<file path="config.mk">
export PLATFORM = sky130hd
export DESIGN_NAME = picosoc_sram_arbiter
export DESIGN_NICKNAME = d
export VERILOG_FILES = /design/src/rtl/picosoc_sram_arbiter.sv
export SDC_FILE = /design/constraint.sdc
export NUM_CORES = 1
export LEC_CHECK = 0
export CORE_MARGIN = 4
export CORE_UTILIZATION = 27
export DETAILED_ROUTE_END_ITERATION = 7
export GPL_ROUTABILITY_DRIVEN = 0
export PLACE_DENSITY = 0.78
export SYNTH_ARGS = -nofsm -noshare
export SYNTH_HDL_FRONTEND = slang
export SYNTH_SLANG_ARGS = --single-unit
export TNS_END_PERCENT = 100
</file>
<file path="constraint.sdc">
create_clock -name clk -period 1.5 [get_ports clk]
set_input_delay 0.3 -clock clk [delete_from_list [all_inputs] [get_ports clk]]
set_output_delay 0.3 -clock clk [all_outputs]
set_load 0.02 [all_outputs]
</file>
<file path="src/rtl/picosoc_sram_arbiter.sv">
// Two-port round-robin arbiter in front of a single-port synchronous SRAM.
// Every transfer takes a fixed three cycles: grant, RAM access, response.
module picosoc_sram_arbiter #(
   parameter int ABITS = 9
) (
   input  logic             clk,
   input  logic             rst,
   input  logic             p0_valid,
   output logic             p0_ready,
   input  logic [31:0]      p0_addr,
   input  logic [31:0]      p0_wdata,
   input  logic [3:0]       p0_wstrb,
   output logic [31:0]      p0_rdata,
   input  logic             p1_valid,
   output logic             p1_ready,
   input  logic [31:0]      p1_addr,
   input  logic [31:0]      p1_wdata,
   input  logic [3:0]       p1_wstrb,
   output logic [31:0]      p1_rdata,
   output logic             ram_cen,
   output logic [3:0]       ram_wen,
   output logic [ABITS-1:0] ram_a,
   output logic [31:0]      ram_d,
   input  logic [31:0]      ram_q
);

   typedef enum logic [1:0] {IDLE, ACCESS, RESP} state_t;

   state_t state;
   logic   gnt;
   logic   last;
   logic   pick1;

   // On a tie the port that did not win last time gets the RAM.
   assign pick1 = p1_valid & (~p0_valid | ~last);

   always_ff @(posedge clk) begin
      if (rst) begin
         state    <= IDLE;
         gnt      <= 1'b0;
         last     <= 1'b1;
         ram_cen  <= 1'b1;
         ram_wen  <= 4'hF;
         ram_a    <= '0;
         ram_d    <= '0;
         p0_ready <= 1'b0;
         p1_ready <= 1'b0;
      end else begin
         case (state)
            IDLE: begin
               if (p0_valid | p1_valid) begin
                  gnt     <= pick1;
                  last    <= pick1;
                  ram_cen <= 1'b0;
                  ram_a   <= pick1 ? p1_addr[ABITS+1:2] : p0_addr[ABITS+1:2];
                  ram_d   <= pick1 ? p1_wdata : p0_wdata;
                  ram_wen <= pick1 ? ~p1_wstrb : ~p0_wstrb;
                  state   <= ACCESS;
               end
            end
            ACCESS: begin
               ram_cen  <= 1'b1;
               ram_wen  <= 4'hF;
               p0_ready <= ~gnt;
               p1_ready <= gnt;
               state    <= RESP;
            end
            RESP: begin
               p0_ready <= 1'b0;
               p1_ready <= 1'b0;
               state    <= IDLE;
            end
            default: state <= IDLE;
         endcase
      end
   end

   // ram_q is only meaningful in the response cycle; gate it to the winner.
   assign p0_rdata = p0_ready ? ram_q : 32'h0;
   assign p1_rdata = p1_ready ? ram_q : 32'h0;

   logic unused_addr;
   assign unused_addr = ^{p0_addr[31:ABITS+2], p0_addr[1:0],
                          p1_addr[31:ABITS+2], p1_addr[1:0]};

endmodule

</file>
### Word-level counts from Yosys, hierarchy flattened

Cells that the tools add are included.
W data, S select, Z words.

* register bits after elaboration: 52
* word-level logic and storage cells: 38

* equal/unequal tests: 3
* mux-type cells: 13
* bitwise operators: 8
* reductions and logical operators: 5

Operators by type and width (number)
* $mux W32: 3
* $mux W9: 1
* $mux W4: 2
* $not A4 Y4: 2
* $pmux W4 S2: 1
* $pmux W1 S2: 3
* $pmux W2 S2: 1
* $reduce_and A2 Y1: 2
* $reduce_bool A2 Y1: 2
* $not A1 Y1: 3
* $eq A2 B1 Y1 const B: 1
* $eq A2 B2 Y1 const B: 1
* $logic_not A2 Y1: 1
* $mux W2: 1
* $ne A2 B2 Y1 const B: 1
* $or A1 B1 Y1: 2
* $and A1 B1 Y1: 1
* $mux W1: 1

### Logic depth before layout (Yosys ltp)

Gate-level depths: netlist (run 1).

* depth after elaboration: 6
* gate-level depth with buffers: 7

### Worst setup path after synthesis (run 1)

OpenSTA, ideal clock, no wires.

* path type: reg2reg
* start: reg state[0]
* end: reg ram_wen[3]
* arrival time: 1310 ps
* slack: 73 ps
* cell stages (with the launch flop): 6
* path buffers: 0
* cell sequence: dfxtp_1 -> inv_1 -> ha_1 -> o21ai_0 -> or3_1 -> o22a_1

* cells in the longest elaborated chain, start to end: 3
* elaborated cells on any way between the ends: 6
* classes of those cells: 2 x eq/ne; 1 x mux; 3 x reduce/logical

RTL lines
* from (decl): line 29 `state_t state;`
* from (signal assigned): line 39 `state <= IDLE;`
* from (signal assigned): line 58 `state <= ACCESS;`
* from (signal assigned): line 66 `state <= RESP;`
* $eq A2 B1 Y1 or $logic_not A2 Y1 (tied branches): line 49 `case (state)`
* $reduce_bool A2 Y1 (no source line) or $ne A2 B2 Y1 (tied branches)
* $reduce_and A2 Y1 (no source line)
* to (signal assigned): line 57 `ram_wen <= pick1 ? ~p1_wstrb : ~p0_wstrb;`
* to (decl): line 21 `output logic [3:0] ram_wen,`

Parallel ways exist; a longest one is shown, timed or not.
A chain may end at the register's enable or synchronous reset.

### Final worst setup path (run 1)

* start: reg state[0]
* end: reg ram_a[2]

* cells in the longest elaborated chain, start to end: 2

RTL lines
* $logic_not A2 Y1: line 49
* $reduce_and A2 Y1 (no source line)
* to (signal assigned): line 55 `ram_a <= pick1 ? p1_addr[ABITS+1:2] : p0_addr[ABITS+1:2];`
* to (decl): line 22 `output logic [ABITS-1:0] ram_a,`

Every way passes these cells.

==> results.cfg, run 1 <==
[finish]
fin_cells = 722
area_growth_pct = 97.2
antenna_cells = 0
fin_nets = 764
layout-drive-gt1-share_pct = 20.9

[setup_path]
r2r_start = state[0]$_SDFFE_PP0P_
end_kind = flip-flop
crit_type = reg -> reg
path_max_fanout = 26
r2r_end = ram_a[2]$_SDFFE_PP0P_
rrSetupSlack_ns = 0.04
critical_path_arrival_ns = 1.66
start_kind = flip-flop
required_ns = 1.70
reg2reg_depth = 5

[floorplan]
die_y_um = 110
core_area_sq_um = 9950
initial_utilization_pct = 28.2
ioPinCount = 284
die_area_sq_um = 12100
dieWidth_um = 110
rows = 36

[global_route]
globalRouteTotalUtil_pct = 17.1
grt-ovfl-total = 0
grt_pass1_vias = 3221
grt_max_degree = 49
antenna_found_initial = 1
grt_pass1_wl_um = 16500

[clock_tree]
clock-sinks = 52
postCtsHoldBufs = 0
cts-root-buf = clkbuf_8
cts_buffers = 5
clk_pin_slew_ns = 0.10
clk_path_buf_depth = 2
htreeDepth = 2
cts_tree = yes
clk_latency_ns = 0.30

[yosys]
synthesis.area_sq_um = 2810
synth_compound_area_share_pct = 17.5
synthAdderAreaFrac_pct = 1.78
syn_nets = 525
yosys.area_share.simple_pct = 33.1
syn_inst = 349
synth_mux_area_share_pct = 2.50
ys_seq_elements = 52
synth_top_family_by_area = simple AND/OR/NAND/NOR gates
synthDistinctLibCells = 29
ys_seq_area_share_pct = 37.1
synth.avg_cell_area_sq_um = 8.04
synth-xor-area-share_pct = 0
synth_warnings = 0

[sta]
worst_pin_slew_ns = 0.347
slew_viol_final = 0
setup_viol = 0
relSlewSlack_pct = 76.8
timing.final.crit_share_pct = 97.1
rsz0062_at_grt = yes
hold_viol_final = 0
fmax_mhz = 687
period_needed_ns = 1.46
fin_skew_ns = 0.0117

[power_and_ir_drop]
powerDensity_nw_per_um2 = 874
total_leakage_power_nw = 2.50
ir_drop_v = 0.000524
p_total_mw = 4.84

[place]
place_hpwl_um = 8350
io_buffers = 237
dp_cells = 708

[worst_hold_path]
hold_depth = 3
worstHoldStart = rst
worst_hold_path_type = in -> reg
hold_end = ram_wen[3]$_SDFFE_PP1P_

[detailed_routing]
drt_iter0_drc = 196
routed_wl_um = 11600
wl_per_cell_um = 16.1
ant_nets = 0
via_per_inst = 4.63
dr.pass1.iters = 4
drc = 0
vias = 3342

[run_status]
status = finished, final reports clean

[run]
maxCapViolCount = 0
[cell families after synthesis]
logic type,after synthesis
AO/OA/AOI/OAI,56
adder cells (fa/ha/maj),4
buffers and inverters,31
flip-flops,52
multiplexers,7
AND/OR/NAND/NOR,199
[registers in the layout (all words and copies together) (netlist names)]
signal,count
last,1
p1_ready,1
gnt,1
state,2
ram_cen,1
ram_d,32
p0_ready,1
ram_wen,4
ram_a,9
[worst max-delay path, cell delays in order, from the launching register on]
cell and delay [ns]:
dfxtp_2 0.36, inv_1 0.08, ha_4 0.19, o21a_4 0.16
bufbuf_16 0.32, a311oi_1 0.24
[stage by stage]
| stage | cell area (sq um) | hold WS (ns) | TNS, ns | setup slack, ns | utilization [%] |
|---|---|---|---|---|---|
| 6_report | 5530 | 0.446 | 0 | 0.0437 | 55.6 |
| 5_1_grt | 5530 | 0.459 | -0.114 | -0.0156 | 55.6 |
| 3_3_place_gp | 5340 | 0.465 | -31.61 | -0.339 | 53.6 |
| 4_1_cts | 5250 | 0.449 | -0.712 | -0.0531 | 52.7 |
| 2_1_floorplan | 2810 | 0.459 | 0 | 0.0733 | - |
| 3_5_place_dp | 5340 | 0.480 | -34.83 | -0.400 | 53.6 |
[worst max path at each step]
stage	from	endpoint	slack [ns]	cells past startpoint
6_report	state[0]$_SDFFE_PP0P_	ram_a[2]$_SDFFE_PP0P_	0.04	5
5_1_grt	p0_ready$_SDFFE_PP0P_	p0_rdata[6]	-0.02	3
4_1_cts	p1_ready$_SDFFE_PP0P_	p1_rdata[21]	-0.05	3
3_5_place_dp	p0_valid	ram_d[31]$_SDFFE_PP0P_	-0.40	5
3_3_place_gp	ram_q[4]	p1_rdata[4]	-0.34	3
2_1_floorplan	state[0]$_SDFFE_PP0P_	ram_wen[3]$_SDFFE_PP1P_	0.07	5
[routing by layer]
| metal | GRT usage, % | vias up | routed length [um] |
|---|---|---|---|
| met5 | 0 | - | 13 |
| met4 | 2.14 | 2 | 63 |
| met3 | 5.34 | 8 | 1020 |
| met2 | 31.2 | 140 | 6030 |
| met1 | 20.0 | 1531 | 4480 |
| li1 | - | 1661 | - |
[cells in the final DEF, fill, tap and decap left out, types with 17 or more instances in the layout]
master           netlist  layout
a311oi_1              39      33
and2_1                64      57
buf_2                  4      17
buf_4                  5      29
buf_6                  5      30
clkdlybuf4s50_1        0     122
dfxtp_1               52      49
dlygate4sd2_1          0      47
nand2_1               82      82
nor2_1                47      47
[layout make-up]
class / count / area (sq um)
sequential: 52 / 1050
timing repair buffer: 261 / 2600
fill: 938 / 4420
tap: 133 / 166
multi-input combinational: 266 / 1620
inverter: 2 / 7.51
clock inverter: 2 / 16.3
clock buffer: 6 / 72.6
[power by group]
group          internal [mW]  switching [mW]  total [mW]
Combinational           1.18            1.15        2.33
Sequential              1.59           0.118        1.70
Clock                  0.333           0.473       0.806
[synthesized netlist by cell type]
master    instances  area share, %
a311oi_2          2            1.1
buf_2             4           0.71
nor2b_1           1           0.22
nand3b_1          1           0.27
nand2b_1          1           0.22
a22oi_1           1           0.27
buf_8             4            2.1
or2_2             1           0.22
mux2i_1           7            2.5
o21ai_0           1           0.18
o21bai_1          2           0.54
dfxtp_1          52             37
nor3b_2           1           0.45
buf_4             5            1.3
nor2_1           47            6.3
o22a_1            4            1.2
a311oi_1         39             12
clkbuf_1         11            1.5
or3_1             1           0.22
and2_1           64             14
a31oi_1           1           0.22
nand2_1          82             11
buf_6             5            2.0
o21a_1            1           0.27
a21boi_4          1           0.67
a21oi_1           3           0.54
inv_1             2           0.27
ha_1              4            1.8
a21bo_1           1           0.36
[what timing repair did]
action                     in CTS  in global routing
cloned                          3                  3
gates resized for setup       342                 75
pin swaps                       0                  2
setup buffers                   0                  0
setup endpoints to repair     156                 75
Power figures use the tool's default switching activity.
==> run 2: changes to the inputs <==
--- a/config.mk
+++ b/config.mk
@@ -10,6 +10,7 @@
 export DETAILED_ROUTE_END_ITERATION = 7
 export GPL_ROUTABILITY_DRIVEN = 0
 export PLACE_DENSITY = 0.78
+export SLEW_MARGIN = 0
 export SYNTH_ARGS = -nofsm -noshare
 export SYNTH_HDL_FRONTEND = slang
 export SYNTH_SLANG_ARGS = --single-unit
==> results of run 2 <==
No change in the layout: final DEF, timing and power equal those of run 1.
